[src/rtl/mdu_pkg.sv]
// Shared types and sizing helpers for the iterative multiply/divide unit.
// Imported by mdu and its testbench.
package mdu_pkg;

    typedef enum logic [1:0] {
        MULT  = 2'd0,
        MULTU = 2'd1,
        DIV   = 2'd2,
        DIVU  = 2'd3
    } mdu_op_t;

    typedef enum logic [1:0] {
        IDLE = 2'd0,
        RUN  = 2'd1,
        FIX  = 2'd2
    } mdu_state_t;

    localparam int MDU_WIDTH = 32;

    function automatic int iter_bits(input int w);
        return (w > 1) ? $clog2(w) : 1;
    endfunction

    localparam int ITER_W = iter_bits(MDU_WIDTH);

    function automatic logic op_is_div(input mdu_op_t o);
        return (o == DIV) || (o == DIVU);
    endfunction

    function automatic logic op_is_signed(input mdu_op_t o);
        return (o == MULT) || (o == DIV);
    endfunction

endpackage

[src/rtl/au.sv]
// Width-bit adder/subtractor shared by the execute stage; sub_i selects a - b.
// carry_o is the raw carry out, borrow_out_o is set when a subtraction underflows.
module au #(
    parameter int width = 32
) (
    input  logic [width-1:0] a_i,
    input  logic [width-1:0] b_i,
    input  logic             sub_i,
    output logic [width-1:0] sum_o,
    output logic             carry_o,
    output logic             borrow_out_o
);

    logic [width:0]   full;
    logic [width-1:0] b_eff;

    assign b_eff        = sub_i ? ~b_i : b_i;
    assign full         = {1'b0, a_i} + {1'b0, b_eff} + {{width{1'b0}}, sub_i};
    assign sum_o        = full[width-1:0];
    assign carry_o      = full[width];
    assign borrow_out_o = sub_i & ~full[width];

endmodule

[src/rtl/mdu.sv]
// Iterative MULT/MULTU/DIV/DIVU unit with architectural HI/LO registers.
// Fixed latency: one load edge, width iteration edges, one sign-fix edge.
module mdu
    import mdu_pkg::*;
#(
    parameter int width = MDU_WIDTH
) (
    input  logic             clock,
    input  logic             reset_n,
    input  logic             start,
    input  mdu_op_t          op,
    input  logic [width-1:0] a,
    input  logic [width-1:0] b,
    input  logic             hi_we,
    input  logic             lo_we,
    input  logic [width-1:0] wdata,
    output logic             busy,
    output logic             done,
    output logic             div_by_zero,
    output logic [width-1:0] hi,
    output logic [width-1:0] lo
);

    localparam int              CntW     = iter_bits(width);
    localparam logic [CntW-1:0] LastIter = CntW'(width - 1);

    mdu_state_t         state_q, state_d;
    mdu_op_t            op_q, op_d;
    logic [CntW-1:0]    cnt_q, cnt_d;
    logic [2*width-1:0] acc_q, acc_d;
    logic [width-1:0]   opb_q, opb_d;
    logic               a_sign_q, a_sign_d;
    logic               b_sign_q, b_sign_d;
    logic               dbz_pend_q, dbz_pend_d;
    logic               dbz_flag_q, dbz_flag_d;
    logic               done_q, done_d;
    logic [width-1:0]   hi_q, hi_d;
    logic [width-1:0]   lo_q, lo_d;

    logic               is_div;
    logic [width-1:0]   acc_hi, acc_lo, shifted;
    logic [width-1:0]   au_a, au_b, au_sum;
    logic               au_carry, au_borrow, keep;
    logic               start_dbz, start_signed;
    logic [2*width-1:0] product;
    logic [width-1:0]   quot, rem;

    assign is_div  = op_is_div(op_q);
    assign acc_hi  = acc_q[2*width-1:width];
    assign acc_lo  = acc_q[width-1:0];
    assign shifted = {acc_hi[width-2:0], acc_lo[width-1]};

    // Multiply adds the multiplicand into the upper half when the low bit is set;
    // divide trial-subtracts the divisor from the shifted partial remainder.
    assign au_a = is_div ? shifted : acc_hi;
    assign au_b = (is_div || acc_lo[0]) ? opb_q : '0;

    au #(.width(width)) u_au (
        .a_i          (au_a),
        .b_i          (au_b),
        .sub_i        (is_div),
        .sum_o        (au_sum),
        .carry_o      (au_carry),
        .borrow_out_o (au_borrow)
    );

    // The bit shifted out of the remainder makes the trial value exceed any divisor.
    assign keep = acc_hi[width-1] | ~au_borrow;

    // A zero divisor runs as unsigned so the restoring loop yields all-ones / raw dividend.
    assign start_dbz    = op_is_div(op) && (b == '0);
    assign start_signed = op_is_signed(op) && !start_dbz;

    assign product = (a_sign_q ^ b_sign_q) ? -acc_q  : acc_q;
    assign quot    = (a_sign_q ^ b_sign_q) ? -acc_lo : acc_lo;
    assign rem     = a_sign_q ? -acc_hi : acc_hi;

    always_comb begin
        state_d    = state_q;
        op_d       = op_q;
        cnt_d      = cnt_q;
        acc_d      = acc_q;
        opb_d      = opb_q;
        a_sign_d   = a_sign_q;
        b_sign_d   = b_sign_q;
        dbz_pend_d = dbz_pend_q;
        dbz_flag_d = dbz_flag_q;
        done_d     = 1'b0;
        hi_d       = hi_q;
        lo_d       = lo_q;

        unique case (state_q)
            IDLE: begin
                if (start) begin
                    op_d       = op;
                    a_sign_d   = start_signed & a[width-1];
                    b_sign_d   = start_signed & b[width-1];
                    acc_d      = {{width{1'b0}}, (start_signed & a[width-1]) ? -a : a};
                    opb_d      = (start_signed & b[width-1]) ? -b : b;
                    dbz_pend_d = start_dbz;
                    dbz_flag_d = 1'b0;
                    cnt_d      = '0;
                    state_d    = RUN;
                end else begin
                    if (hi_we) hi_d = wdata;
                    if (lo_we) lo_d = wdata;
                end
            end
            RUN: begin
                if (is_div) begin
                    acc_d = {keep ? au_sum : shifted, acc_lo[width-2:0], keep};
                end else begin
                    acc_d = {au_carry, au_sum, acc_lo[width-1:1]};
                end
                cnt_d = cnt_q + 1'b1;
                if (cnt_q == LastIter) state_d = FIX;
            end
            FIX: begin
                if (is_div) begin
                    hi_d = rem;
                    lo_d = quot;
                end else begin
                    hi_d = product[2*width-1:width];
                    lo_d = product[width-1:0];
                end
                dbz_flag_d = dbz_pend_q;
                done_d     = 1'b1;
                state_d    = IDLE;
            end
            default: state_d = IDLE;
        endcase
    end

    always_ff @(posedge clock or negedge reset_n) begin
        if (!reset_n) begin
            state_q    <= IDLE;
            op_q       <= MULT;
            cnt_q      <= '0;
            acc_q      <= '0;
            opb_q      <= '0;
            a_sign_q   <= 1'b0;
            b_sign_q   <= 1'b0;
            dbz_pend_q <= 1'b0;
            dbz_flag_q <= 1'b0;
            done_q     <= 1'b0;
            hi_q       <= '0;
            lo_q       <= '0;
        end else begin
            state_q    <= state_d;
            op_q       <= op_d;
            cnt_q      <= cnt_d;
            acc_q      <= acc_d;
            opb_q      <= opb_d;
            a_sign_q   <= a_sign_d;
            b_sign_q   <= b_sign_d;
            dbz_pend_q <= dbz_pend_d;
            dbz_flag_q <= dbz_flag_d;
            done_q     <= done_d;
            hi_q       <= hi_d;
            lo_q       <= lo_d;
        end
    end

    assign busy        = (state_q != IDLE);
    assign done        = done_q;
    assign div_by_zero = dbz_flag_q;
    assign hi          = hi_q;
    assign lo          = lo_q;

endmodule
[config.mk]
export PLATFORM = sky130hd
export DESIGN_NAME = mdu
export DESIGN_NICKNAME = d
export VERILOG_FILES = /design/src/rtl/mdu_pkg.sv /design/src/rtl/au.sv /design/src/rtl/mdu.sv
export SDC_FILE = /design/constraint.sdc
export NUM_CORES = 1
export LEC_CHECK = 0
export ABC_AREA = 0
export CORE_ASPECT_RATIO = 1.1
export CORE_MARGIN = 1.5
export CORE_UTILIZATION = 60
export DETAILED_ROUTE_END_ITERATION = 10
export GPL_TIMING_DRIVEN = 0
export PLACE_DENSITY = 0.92
export RECOVER_POWER = 50
export SETUP_SLACK_MARGIN = 0.4
export SLEW_MARGIN = 0
export SYNTH_ARGS = -nofsm -noshare
export SYNTH_HDL_FRONTEND = slang
export SYNTH_SLANG_ARGS = --single-unit
[constraint.sdc]
create_clock -name clock -period 8.17 [get_ports clock]
set_clock_uncertainty 0.05 [all_clocks]
set_input_delay 1.634 -clock clock [delete_from_list [all_inputs] [get_ports clock]]
set_output_delay 1.634 -clock clock [all_outputs]
set_load 0.03 [all_outputs]
== Yosys cells after proc, flatten, opt, wreduce, memory -nomap -nowiden ==
Index checks and enable logic that the tools add are counted.
Word-level totals
  register bits after elaboration: 174
  output and inout bits: 67
  logic and storage cells: 87
Cells by class
  $add $sub $neg: 8
  equality and inequality tests: 12
  mux-type cells: 28
  bitwise gates (word level): 8
  reduce and logical (&&, ||, !) cells: 19
Operators by type and width (number)
  two-way mux 32 bit: 14
  two-way mux 64 bit: 3
  negator 32 bit: 4
  one-hot mux 32 bit (2 select lines): 2
  one-hot mux 64 bit (2 select lines): 1
  negator 64 bit: 1
  adder 32 x 32 -> 33 bit: 1
  adder 33 x 1 -> 33 bit: 1
  zero test 32 bit: 1
  inverter 32 bit: 1
  == test 2 bit (second input constant): 5
  != test 2 bit (second input constant): 5
  one-hot mux 5 bit (2 select lines): 1
  AND reduction 2 bit: 4
  AND reduction 3 bit: 2
  nonzero test 2 bit: 3
  adder 5 x 1 -> 5 bit (second input constant): 1
  == test 5 bit (second input constant): 1
  two-way mux 5 bit: 1
  zero test 2 bit: 2
  logical OR 1 bit: 4
  two-way mux 2 bit: 2
  one-hot mux 2 bit (2 select lines): 1
  bitwise AND 1 bit: 3
  8 further kinds: 11

== Depth between registers and ports, before layout ==
  depth after elaboration: 15
  gate-level depth with buffers: 17
  depth with buffers taken out: 12

== By module ==
A second synthesis with hierarchy kept.
Second synthesis, totals
  cell total of the unflattened synthesis: 1727
  area total of the unflattened synthesis: 13783.2 µm²
By module, submodules not included
  mdu: times used 1, cells an instance 1438, area an instance 11681.2 µm², sequential area each 4329.2 µm²
  au: times used 1, cells an instance 289, area an instance 2102.0 µm², sequential area each 0.0 µm²

== Worst setup path before layout ==
OpenSTA, ideal clock, no wires.
  path kind: register to register
  start: reg op_q[1]
  end: reg acc_q[44]
  setup time: 0.122 ns
  data arrival time: 4.113 ns
  required time: 7.998 ns
  setup slack: 3.885 ns
  cell stages (with the launch flop): 17
  clock period less this slack: 4.285 ns
  path through: dfrtp_1 > clkbuf_1 > clkbuf_1 > buf_1 > mux2_2 > ha_1 > clkbuf_1 > a211oi_1 > o211a_1 > o31a_1 > o311ai_1 > nor2_1 > clkbuf_1 > buf_2 > mux2i_1 > nand2_1 > a32o_1
On the way
  cells in the longest elaborated chain, start to end: 15
RTL lines
  start, declared: RTL line mdu.sv:28  | mdu_op_t op_q, op_d;
  start signal, assigned: RTL line mdu.sv:150  | op_q <= op_d;
  == test 2 bit: RTL line mdu_pkg.sv:27  | return (o == DIV) || (o == DIVU);
  logical OR 1 bit (*): RTL line mdu_pkg.sv:27
  logical OR 1 bit: RTL line mdu.sv:56  | assign au_b = (is_div || acc_lo[0]) ? opb_q : '0;
  two-way mux 32 bit: RTL line mdu.sv:56
  inverter 32 bit: RTL line au.sv:17  | assign b_eff = sub_i ? ~b_i : b_i;
  two-way mux 32 bit: RTL line au.sv:17
  adder 32 x 32 -> 33 bit: RTL line au.sv:18  | assign full = {1'b0, a_i} + {1'b0, b_eff} + {{width{1'b0}}, sub_i};
  adder 33 x 1 -> 33 bit: RTL line au.sv:18
  inverter 1 bit: RTL line au.sv:21  | assign borrow_out_o = sub_i & ~full[width];
  bitwise AND 1 bit: RTL line au.sv:21
  inverter 1 bit: RTL line mdu.sv:68  | assign keep = acc_hi[width-1] | ~au_borrow;
  OR 1 bit: RTL line mdu.sv:68
  two-way mux 32 bit: RTL line mdu.sv:111  | acc_d = {keep ? au_sum : shifted, acc_lo[width-2:0], keep};
  two-way mux 64 bit (*): RTL line mdu.sv:110  | if (is_div) begin
  one-hot mux 64 bit (2 select lines) (*): RTL line mdu.sv:92  | unique case (state_q)
  end signal, assigned: RTL line mdu.sv:139  | acc_q <= '0;
  end signal, assigned: RTL line mdu.sv:152  | acc_q <= acc_d;
  end, declared: RTL line mdu.sv:30  | logic [2*width-1:0] acc_q, acc_d;
Mark *: on every way between the ends. The rest lies on a longest branch, timed or not.
A chain may end at the register's enable or synchronous reset.

== Worst setup path after layout ==
  start: reg op_q[1]
  end: reg acc_q[0]
On the way
  cells in the longest elaborated chain, start to end: 14
RTL lines (RTL line)
  == test 2 bit: mdu_pkg.sv:27
  logical OR 1 bit (*): mdu_pkg.sv:27
  logical OR 1 bit: mdu.sv:56
  two-way mux 32 bit: mdu.sv:56
  inverter 32 bit: au.sv:17
  two-way mux 32 bit: au.sv:17
  adder 32 x 32 -> 33 bit: au.sv:18
  adder 33 x 1 -> 33 bit: au.sv:18
  inverter 1 bit: au.sv:21
  bitwise AND 1 bit: au.sv:21
  inverter 1 bit: mdu.sv:68
  OR 1 bit: mdu.sv:68
  two-way mux 64 bit (*): mdu.sv:110
  one-hot mux 64 bit (2 select lines) (*): mdu.sv:92
Marked as above.

==> run_results.csv <==
group,metric,value,unit
status,status,"complete, but fails checks",
status,violations,"max-capacitance violations, max-slew violations",
global_routing,antenna_found_initial,1,
drt,drtIter0Drc,1650,
place,dp_hpwl,37100,um
floorplan,die_w,146,um
floorplan,die_h,160,um
setup_path,ff2ff_setup_slack,2190,ps
clocking,cts-buffers-inserted,17,
setup_path,worstPathCellList,"clkbuf_1 -> clkbuf_1 -> clkbuf_1 -> o21ai_0 -> fa_1 -> a211oi_1 -> o21ai_1 -> o211ai_1 -> a21oi_1 -> nor2_1 -> clkbuf_1 -> clkbuf_1 -> nand2_1 -> o211ai_1 -> o21ai_0",
yosys,syn_avg_cell_area,8.22,um2
yosys,synth_seq_cells,173,
floorplan,rows,57,
drt,vias_per_cell,6.69,
setup_path,critical_path_class,"reg -> reg",
yosys,synth_edf_count,0,
timing,max_freq,167,MHz
global_routing,grt_max_degree,91,
global_routing,first_global_vias,13500,
finish,diodes,0,
clocking,hold_buffers,0,
drt,vias,14300,
finish,final_common_cell,"o21ai_0",
worst_hold_path,hp-class,"reg -> reg",
setup_path,r2r_cells,15,
clocking,clk_pin_slew_worst_paths,80,ps
timing,finalHoldViolCount,0,
timing,worst_slack,2190,ps
place,placedCellCount,2103,
setup_path,critPathMaxStageDelay,590,ps
setup_path,arrival,6180,ps
yosys,ys.flop_type,"dfrtp_1",
drt,drc_errors,0,
setup_path,r2r-start,"op_q[1]",
setup_path,start_kind,"flop",
yosys,ys_types,75,
timing,maxSlewViolCount,84,
floorplan,core_area,0.0220,mm2
place,dp_slack,2430,ps
worst_hold_path,hold_path.startpoint,"lo[13]",
worst_hold_path,whs_path_depth,2,
yosys,ys_warn_count,0,
drt,first_pass_iters,8,
timing,period_needed,5980,ps
setup_path,timing.rr.end,"acc_q[0]",
finish,area_growth,19.6,%
clocking,cts_max_path_buffers,2,
timing,worstMarginPinSlew,4560,ps
place,gp_congestion,1.02,
drt,ant_nets,0,
clocking,cts_setup_buffers,0,
finish,fin_cells,2135,
yosys,synthCells,1638,
yosys,synth_area,0.0135,mm2
setup_path,critical_path.max_fanout,10,
timing,fin_crit_sh,73.2,%
drt,wire_per_inst,22.1,um
finish,final_cell_mix,"o21ai_0 (184), dfrtp_1 (173), nand2_1 (171), clkdlybuf4s50_1 (140), nor2_1 (125)",
flow_run,cap_violations,1,
finish,nets,1968,
clocking,insertion_delay,450,ps
worst_hold_path,hold_path_end,"lo[13]",
floorplan,die_area,0.0233,mm2
place,port_buffers,169,
finish,drive_above_1_share,5.38,%
timing,slew-limit-headroom,-204,%
yosys,synth-async-reset-ratio,100,%
clocking,htreeDepth,4,
floorplan,top_level_ports,170,
timing,rsz0062_at_grt,"no",
clocking,cts_sinks,173,
global_routing,overflow,0,
setup_path,crit_path_frequent_cell,"clkbuf_1",
setup_path,cpMaxStageDelayCell,"fa_1",
clocking,cts_resized,0,
drt,wirelength,47200,um
yosys,syn_nets,1779,
timing,setup_viol,0,
floorplan,initial_core_util,61.1,%
yosys,synth-seq-area-share,32.2,%
global_routing,grt_first_pass_wirelength,73400,um
clocking,cts_tree,"yes",
setup_path,critPathRequiredTime,8370,ps
setup_path,crit_path_end_kind,"flop",
global_routing,grt_util_all_layers,40.2,%
clocking,cts_root_buffer,"clkbuf_16",
==> metal layers <==
metal,GRT usage [%],vias to the layer above,share of wire (%)
li1,-,6404,-
met3,7.46,224,9.2
met2,68.0,933,48
met1,46.8,6716,36
met5,0,-,0.023
met4,26.2,2,6.8
==> through the flow <==
| stage | utilization, % | hold slack (ps) | setup TNS (ps) | cell area [um2] |
|---|---|---|---|---|
| after floorplan | - | 389 | 0 | 13500 |
| final | 73.1 | 428 | 0 | 16100 |
| after detailed placement | 70.6 | 418 | 0 | 15600 |
| after CTS | 73.1 | 435 | 0 | 16100 |
| after global routing | 73.1 | 457 | 0 | 16100 |
| after global placement | 70.4 | 411 | -239880 | 15500 |
==> cell families after synthesis <==
logic type,after synthesis,synth area share [%]
buffers and inverters,153,4.32
AOI/OAI and AO/OA,502,23.6
muxes,95,7.36
adders and majority gates,38,3.59
DFF,173,32.2
xor gates and xnor gates,150,9.76
and+or+nand+nor,527,19.2
==> synth_stat cells (7+ instances only) <==
library cell,count,area (um2)
a211oi_1,24,180
a21o_1,14,105
a21oi_1,92,460
a221oi_1,17,149
a22oi_1,12,90.1
a31o_2,9,78.8
a31oi_1,21,131
and2_1,7,43.8
and3_1,11,68.8
buf_1,10,37.5
clkbuf_1,112,420
dfrtp_1,173,4330
ha_1,37,463
inv_1,24,90.1
mux2_2,32,360
mux2i_1,63,631
nand2_1,171,642
nand2b_1,10,62.6
nand3_1,76,380
nand4_1,13,81.3
nor2_1,124,465
nor2b_1,7,43.8
nor3_1,25,125
nor4_1,16,100
o211ai_1,9,67.6
o21ai_0,184,921
o221ai_1,31,272
o31ai_1,36,270
o41ai_1,10,87.6
or3_1,20,125
or4_1,14,105
xnor2_1,73,639
xor2_1,77,674
==> state kept, by name, summed over array words and instances (netlist names) <==
name and count:
a_sign_q 1, acc_q 64, b_sign_q 1, cnt_q 5, dbz_pend_q 1, div_by_zero 1
done 1, hi 32, lo 32, op_q 1, opb_q 32, state_q 2
==> final cells by class <==
class                   count  area (um2)
plain buffers             128         488
clock inverters            14         125
well taps                 295         369
inverters                  25        93.8
fillers                  1694        5930
clock buffers              18         439
repair buffers            170        1710
multi-input cells        1312        8550
flip-flops and latches    173        4330
==> critical path, delay by kind of cell (launching register included) <==
kind	cells	cell delay [ps]
simple gates	2	300
fa+ha+maj	1	590
flops	1	440
buf+inv	5	2530
compound gates	7	1850
==> worst max-delay path by stage <==
stage / slack (ps) / start / end
CTS: 2410 / op_q[1] / acc_q[0]
global placement: -1410 / reset_n / opb_q[5]
finish: 2190 / op_q[1] / acc_q[0]
floorplan: 3880 / op_q[1] / acc_q[44]
detailed placement: 2430 / op_q[1] / acc_q[0]
global route: 1940 / reset_n / acc_q[12]
Power is left out: the tool's default activity adds up to more than one toggle a clock period on the data nets, which glitch-free logic cannot reach.
